--- src/rtl/nbit_alu_pkg.sv ---
// Shared opcode constants, FSM state encoding and flag bit positions for the sequential ALU.
package nbit_alu_pkg;

    localparam logic [2:0] OP_MOV = 3'd0;
    localparam logic [2:0] OP_NOT = 3'd1;
    localparam logic [2:0] OP_ADD = 3'd2;
    localparam logic [2:0] OP_SUB = 3'd3;
    localparam logic [2:0] OP_OR  = 3'd4;
    localparam logic [2:0] OP_AND = 3'd5;
    localparam logic [2:0] OP_SLT = 3'd6;
    localparam logic [2:0] OP_MUL = 3'd7;

    typedef enum logic [1:0] {
        ST_IDLE = 2'd0,
        ST_BUSY = 2'd1,
        ST_FULL = 2'd2
    } state_t;

    // flags bus is {negative, zero, carry, overflow}
    localparam int FLAG_N = 3;
    localparam int FLAG_Z = 2;
    localparam int FLAG_C = 1;
    localparam int FLAG_V = 0;

    function automatic logic [3:0] mk_flags(input logic neg, input logic zero,
                                            input logic carry, input logic ovf);
        logic [3:0] f;
        f         = '0;
        f[FLAG_N] = neg;
        f[FLAG_Z] = zero;
        f[FLAG_C] = carry;
        f[FLAG_V] = ovf;
        return f;
    endfunction

endpackage

--- src/rtl/nbit_alu_seq_if.sv ---
// Request/result handshake bundle of the sequential ALU; master issues ops and consumes results.
interface nbit_alu_seq_if #(parameter int N = 32) ();

    logic         in_valid;
    logic         in_ready;
    logic [2:0]   ALUop;
    logic [N-1:0] r2;
    logic [N-1:0] r3;
    logic         out_valid;
    logic         out_ready;
    logic [N-1:0] r0;
    logic [3:0]   flags;

    modport master (
        output in_valid, ALUop, r2, r3, out_ready,
        input  in_ready, out_valid, r0, flags
    );

    modport slave (
        input  in_valid, ALUop, r2, r3, out_ready,
        output in_ready, out_valid, r0, flags
    );

endinterface

--- src/rtl/nbit_alu_comb.sv ---
// Combinational datapath for the single-cycle ops (everything except MUL).
// Pure logic, no latency or flow control of its own; MUL opcode yields zero.
module nbit_alu_comb
    import nbit_alu_pkg::*;
#(
    parameter int N = 32
) (
    input  logic [2:0]   op,
    input  logic [N-1:0] a,
    input  logic [N-1:0] b,
    output logic [N-1:0] result,
    output logic [3:0]   flags
);

    logic [N:0] sum;
    logic [N:0] diff;
    logic       carry;
    logic       ovf;

    // The extra top bit of diff is the unsigned borrow (set exactly when a < b).
    assign sum  = {1'b0, a} + {1'b0, b};
    assign diff = {1'b0, a} - {1'b0, b};

    always_comb begin
        result = '0;
        carry  = 1'b0;
        ovf    = 1'b0;
        case (op)
            OP_MOV: result = a;
            OP_NOT: result = ~a;
            OP_ADD: begin
                result = sum[N-1:0];
                carry  = sum[N];
                ovf    = (a[N-1] == b[N-1]) && (sum[N-1] != a[N-1]);
            end
            OP_SUB: begin
                result = diff[N-1:0];
                carry  = diff[N];
                ovf    = (a[N-1] != b[N-1]) && (diff[N-1] != a[N-1]);
            end
            OP_OR:  result = a | b;
            OP_AND: result = a & b;
            OP_SLT: result = {{(N-1){1'b0}}, ($signed(a) < $signed(b))};
            default: result = '0;
        endcase
        flags = mk_flags(result[N-1], (result == '0), carry, ovf);
    end

endmodule

--- src/rtl/nbit_alu_seq.sv ---
// Sequential N-bit ALU: ops 0-6 complete at the accepting edge, MUL takes N shift-add cycles.
// One result slot; in_ready drops while MUL iterates or while a held result is not taken.
module nbit_alu_seq
    import nbit_alu_pkg::*;
#(
    parameter int N = 32
) (
    input  logic         clk,
    input  logic         rst,
    nbit_alu_seq_if.slave bus
);

    localparam int CW = $clog2(N) + 1;

    state_t        state;
    logic [N-1:0]  r0_q;
    logic [3:0]    flags_q;
    logic [N-1:0]  mcand;
    logic [N-1:0]  prod_hi;
    logic [N-1:0]  prod_lo;
    logic [CW-1:0] cnt;

    logic          in_rdy;
    logic          accept;
    logic [N-1:0]  comb_res;
    logic [3:0]    comb_flags;
    logic [N:0]    addend;
    logic [N:0]    step_sum;
    logic [N-1:0]  next_hi;
    logic [N-1:0]  next_lo;

    assign in_rdy        = (state == ST_IDLE) || ((state == ST_FULL) && bus.out_ready);
    assign accept        = bus.in_valid && in_rdy;
    assign bus.in_ready  = in_rdy;
    assign bus.out_valid = (state == ST_FULL);
    assign bus.r0        = r0_q;
    assign bus.flags     = flags_q;

    nbit_alu_comb #(.N(N)) u_comb (
        .op     (bus.ALUop),
        .a      (bus.r2),
        .b      (bus.r3),
        .result (comb_res),
        .flags  (comb_flags)
    );

    // One shift-add step: conditionally add the multiplicand into the high half,
    // then shift the whole {carry, hi, lo} product right by one.
    assign addend   = prod_lo[0] ? {1'b0, mcand} : '0;
    assign step_sum = {1'b0, prod_hi} + addend;
    assign next_hi  = step_sum[N:1];
    assign next_lo  = {step_sum[0], prod_lo[N-1:1]};

    always_ff @(posedge clk) begin
        if (rst) begin
            state   <= ST_IDLE;
            r0_q    <= '0;
            flags_q <= '0;
            mcand   <= '0;
            prod_hi <= '0;
            prod_lo <= '0;
            cnt     <= '0;
        end else if (accept) begin
            if (bus.ALUop == OP_MUL) begin
                mcand   <= bus.r2;
                prod_lo <= bus.r3;
                prod_hi <= '0;
                cnt     <= CW'(N);
                state   <= ST_BUSY;
            end else begin
                r0_q    <= comb_res;
                flags_q <= comb_flags;
                state   <= ST_FULL;
            end
        end else begin
            case (state)
                ST_BUSY: begin
                    prod_hi <= next_hi;
                    prod_lo <= next_lo;
                    cnt     <= cnt - CW'(1);
                    if (cnt == CW'(1)) begin
                        r0_q    <= next_lo;
                        flags_q <= mk_flags(next_lo[N-1], (next_lo == '0),
                                            |next_hi, |next_hi);
                        state   <= ST_FULL;
                    end
                end
                ST_FULL: begin
                    if (bus.out_ready) begin
                        state <= ST_IDLE;
                    end
                end
                ST_IDLE: state <= ST_IDLE;
                default: state <= ST_IDLE;
            endcase
        end
    end

endmodule

--- src/flat_wrapper.sv ---
// flat-port wrapper written by rule: the top's interface ports become plain ports
module nbit_alu_seq_flat import nbit_alu_pkg::*;
#(
    parameter int N = 32
)
  (clk, rst, bus_in_valid, bus_ALUop, bus_r2, bus_r3, bus_out_ready, bus_in_ready, bus_out_valid, bus_r0, bus_flags);
  nbit_alu_seq_if #(.N(N)) bus_i ();
  input  logic clk;
  input  logic rst;
  input wire logic [$bits(bus_i.in_valid)-1:0] bus_in_valid;
  input wire logic [$bits(bus_i.ALUop)-1:0] bus_ALUop;
  input wire logic [$bits(bus_i.r2)-1:0] bus_r2;
  input wire logic [$bits(bus_i.r3)-1:0] bus_r3;
  input wire logic [$bits(bus_i.out_ready)-1:0] bus_out_ready;
  output wire logic [$bits(bus_i.in_ready)-1:0] bus_in_ready;
  output wire logic [$bits(bus_i.out_valid)-1:0] bus_out_valid;
  output wire logic [$bits(bus_i.r0)-1:0] bus_r0;
  output wire logic [$bits(bus_i.flags)-1:0] bus_flags;
  assign bus_i.in_valid = bus_in_valid;
  assign bus_i.ALUop = bus_ALUop;
  assign bus_i.r2 = bus_r2;
  assign bus_i.r3 = bus_r3;
  assign bus_i.out_ready = bus_out_ready;
  assign bus_in_ready = bus_i.in_ready;
  assign bus_out_valid = bus_i.out_valid;
  assign bus_r0 = bus_i.r0;
  assign bus_flags = bus_i.flags;
  nbit_alu_seq #(.N(N)) u_core (.clk(clk), .rst(rst), .bus(bus_i));
endmodule
--- config.mk ---
export PLATFORM = sky130hd
export DESIGN_NAME = nbit_alu_seq_flat
export DESIGN_NICKNAME = d
export VERILOG_FILES = /design/src/rtl/nbit_alu_pkg.sv /design/src/rtl/nbit_alu_seq_if.sv /design/src/rtl/nbit_alu_comb.sv /design/src/rtl/nbit_alu_seq.sv /design/src/flat_wrapper.sv
export SDC_FILE = /design/constraint.sdc
export NUM_CORES = 1
export LEC_CHECK = 0
export BUFFER_PORTS_ARGS = -buffer_cell sky130_fd_sc_hd__buf_2
export CORE_UTILIZATION = 60
export DETAILED_ROUTE_END_ITERATION = 12
export PLACE_DENSITY = 0.81
export SYNTH_ARGS = -nofsm -noshare
export SYNTH_HDL_FRONTEND = slang
export SYNTH_HIERARCHICAL = 1
export SYNTH_SLANG_ARGS = --single-unit
--- constraint.sdc ---
create_clock -name clk -period 5.1 [get_ports clk]
set_input_delay 1.275 -clock clk [delete_from_list [all_inputs] [get_ports clk]]
set_output_delay 1.275 -clock clk [all_outputs]
set_load 0.005 [all_outputs]
==> key figures <==
Power
  – Leakage: 7.61 nW
  – PD cells: 217 nW/µm²
  – VDD IR max: 0.228 mV

Place
  – IO buf count: 108
  – Hpwl dp: 41500 µm
  – GPL Wtd Cong: 1.04

Finish
  – Most common cell after layout, fill and taps aside: buf_4
  – Commonest non-fill, non-tap cells in the layout: buf_4 (261), nand2_1 (198), a21oi_1 (188)
  – Core Util, Final: 0.737
  – Nets: 2412
  – Share of cells above drive strength 1: 0.220
  – Synth-to-layout area growth: 20.3%

Die
  – Chip Width: 157 µm
  – Initial Util: 0.612
  – IO Count: 109
  – # rows: 56
  – Total die area: 24600 µm²
  – Die Y: 157 µm
  – Core Region: 23500 µm²

STA
  – Final Hold Viols: 0
  – Slew HR: 0.268
  – Hold WS: 0.457 ns
  – Highest clock rate: 202 MHz
  – Final Skew: 0.0169 ns
  – TNS Setup: 0 ns
  – Slew @ Worst Pin: 1.10 ns
  – Endpoints failing setup: 0
  – RSZ-0062 raised after global routing: false
  – Tmin final: 4.94 ns
  – Final slew viol count: 0
  – Fin crit share: 0.968

Run
  – MaxCap Viol Count: 0

Routing
  – Total wire length: 54600 µm
  – Vias/cell: 6.60
  – DRT Pass-1 Iters: 7
  – DRC viols: 0
  – Iter 0 DRT Violations: 2346
  – Avg WL per Cell: 21.5 µm
  – Final ANT Viol Nets: 0
  – Routed vias: 16.7k

Clock network
  – Clock buffer depth: 2
  – Post-CTS Hold Buffers: 0
  – Inserted Clock Buffers: 17
  – H-tree depth: 4
  – Clock Sinks: 140
  – Worst-path clk slew: 0.07 ns
  – CTS tree: built
  – CTS root buf: clkbuf_16
  – Worst-skew pair later-pin latency: 0.43 ns

Worst setup path
  – Reg2reg setup slack: 0.96 ns
  – CP Class: input pin to flip-flop
  – CP max FO: 6
  – WP data required: 5.43 ns
  – Crit path launch type: input pin
  – CP arrival: 5.27 ns
  – Crit. End Element: flip-flop

GRT
  – Largest net degree at the start of global routing: 103
  – Total global routing overflow: 0
  – Total GRT Usage: 0.434
  – First-pass GRT wire length: 83200 µm
  – Vias in the first global route: 15.5k
  – Antenna violations before repair: 3

Synthesis
  – Synth cell types: 107
  – Mean area per synthesized cell: 7.39 µm²
  – Post-synth ARST share: 0
  – Sequential share of the synthesized area: 0.195
  – Synthesized area: 14400 µm²
  – Cells after Synth: 1946
  – Synth Net Count: 2159
  – Ys flop type: dfxtp_1
  – Post-synthesis register bit count: 140
  – Number of flops mapped to enable cells by yosys: 0
  – Ys Warns: 6

Run status
  – Status: completed

Min path
  – HP Class: flip-flop to flip-flop
[cells in the mapped netlist (11+ instances only)]
master / number / area share
nand2_1: 198 / 0.052
a21oi_1: 190 / 0.066
nor2_1: 185 / 0.048
dfxtp_1: 140 / 0.19
ha_1: 139 / 0.12
inv_1: 111 / 0.029
clkbuf_1: 76 / 0.020
o21ai_0: 68 / 0.024
a211oi_1: 57 / 0.030
nor3_1: 47 / 0.016
xor2_1: 43 / 0.026
and2_1: 42 / 0.018
nand3_1: 39 / 0.014
a22oi_1: 37 / 0.019
mux2i_1: 36 / 0.025
o211ai_1: 35 / 0.018
nor4_1: 31 / 0.013
nand4_1: 27 / 0.012
o21a_1: 24 / 0.013
xnor2_1: 24 / 0.015
buf_2: 23 / 0.0080
a31oi_1: 20 / 0.0087
o31ai_1: 20 / 0.010
nor2b_1: 17 / 0.0074
a21o_1: 15 / 0.0078
a211o_1: 13 / 0.0079
or3_1: 13 / 0.0057
buf_1: 11 / 0.0029
nand2b_1: 11 / 0.0048
o22ai_1: 11 / 0.0048
[metal layers]
layer / share of wire / GRT usage / vias up
li1: - / - / 7605
met1: 0.40 / 0.560 / 7842
met2: 0.45 / 0.709 / 1039
met3: 0.10 / 0.0734 / 216
met4: 0.045 / 0.185 / 4
met5: 0.00042 / 0 / -
[report_power, final]
group          internal [mW]  leakage, nW  switching, mW  total [mW]
clock network          0.789        0.301          0.538        1.33
logic                  0.534         6.17          0.726        1.26
registers               1.13         1.14         0.0315        1.16
total                   2.46         7.61           1.30        3.75
[final timing paths]
| path | startpoint | to | depth (start not counted) |
|---|---|---|---|
| max reg2reg | u_core/prod_lo[0]$_SDFFE_PP0P_ | u_core/bus.flags[0]$_SDFFE_PP0P_ | 14 |
| min reg2reg | u_core/mcand[31]$_SDFFE_PP0P_ | u_core/mcand[31]$_SDFFE_PP0P_ | 2 |
| max | bus_r2[1] | u_core/bus.flags[2]$_SDFFE_PP0P_ | 16 |
| min | u_core/mcand[31]$_SDFFE_PP0P_ | u_core/mcand[31]$_SDFFE_PP0P_ | 2 |
[worst max-delay path, cell delays in order]
cell,delay (ns)
buf_2,0.10
inv_1,0.10
ha_1,0.32
o21bai_1,0.10
a221o_1,0.38
a21o_2,0.27
o21ai_4,0.27
a2111oi_1,0.14
or3_4,0.42
nor4_2,0.26
nand4b_1,0.19
or4_1,0.42
or4_1,0.52
nor4_2,0.14
a21oi_1,0.09
a211oi_1,0.26
[registers in the layout (all words and copies together) (netlist names)]
| name | cells |
|---|---|
| u_core/bus.r0 | 32 |
| u_core/prod_lo | 32 |
| u_core/state | 2 |
| u_core/cnt | 6 |
| u_core/mcand | 32 |
| u_core/prod_hi | 32 |
| u_core/bus.flags | 4 |
[cells by family (layout without fill, tap and decap cells)]
group                    after synthesis  in the layout  share of synthesized area
AO/OA/AOI/OAI                        643            643                      0.310
multiplexers                          38             38                     0.0266
AND/OR/NAND/NOR                      670            670                      0.225
adder cells (fa/ha/maj)              142            142                      0.125
XOR/XNOR                              67             67                     0.0408
other                                  0              2                          0
buffers and inverters                246            512                     0.0780
flip-flops                           140            140                      0.195
[timing repair]
action                     4_1_cts  5_1_grt
resized for setup                0       10
setup endpoints to repair        0        1
buffers inserted                 0        1
[through the flow]
stage               std cells  setup WS, ns  power (mW)  cell area [µm²]
finish                   2533         0.161        3.75            17300
global route             2532      0.000465        3.87            17300
CTS                      2530         0.174        3.70            17200
detailed placement       2498        -0.262        2.39            16600
global placement         2498        -0.214        2.37            16600
floorplan                1946         0.366        1.84            14400
[layout make-up]
class                   instances  area [µm²]
diodes                          2        5.00
inverters                     111         417
flip-flops and latches        140        2800
fillers                      1877        6180
well taps                     319         399
repair buffers                369        2530
clock buffers                  17         425
clock inverters                15         200
multi-input cells            1560       10500
Note: power is estimated with default switching activity, not from simulation.
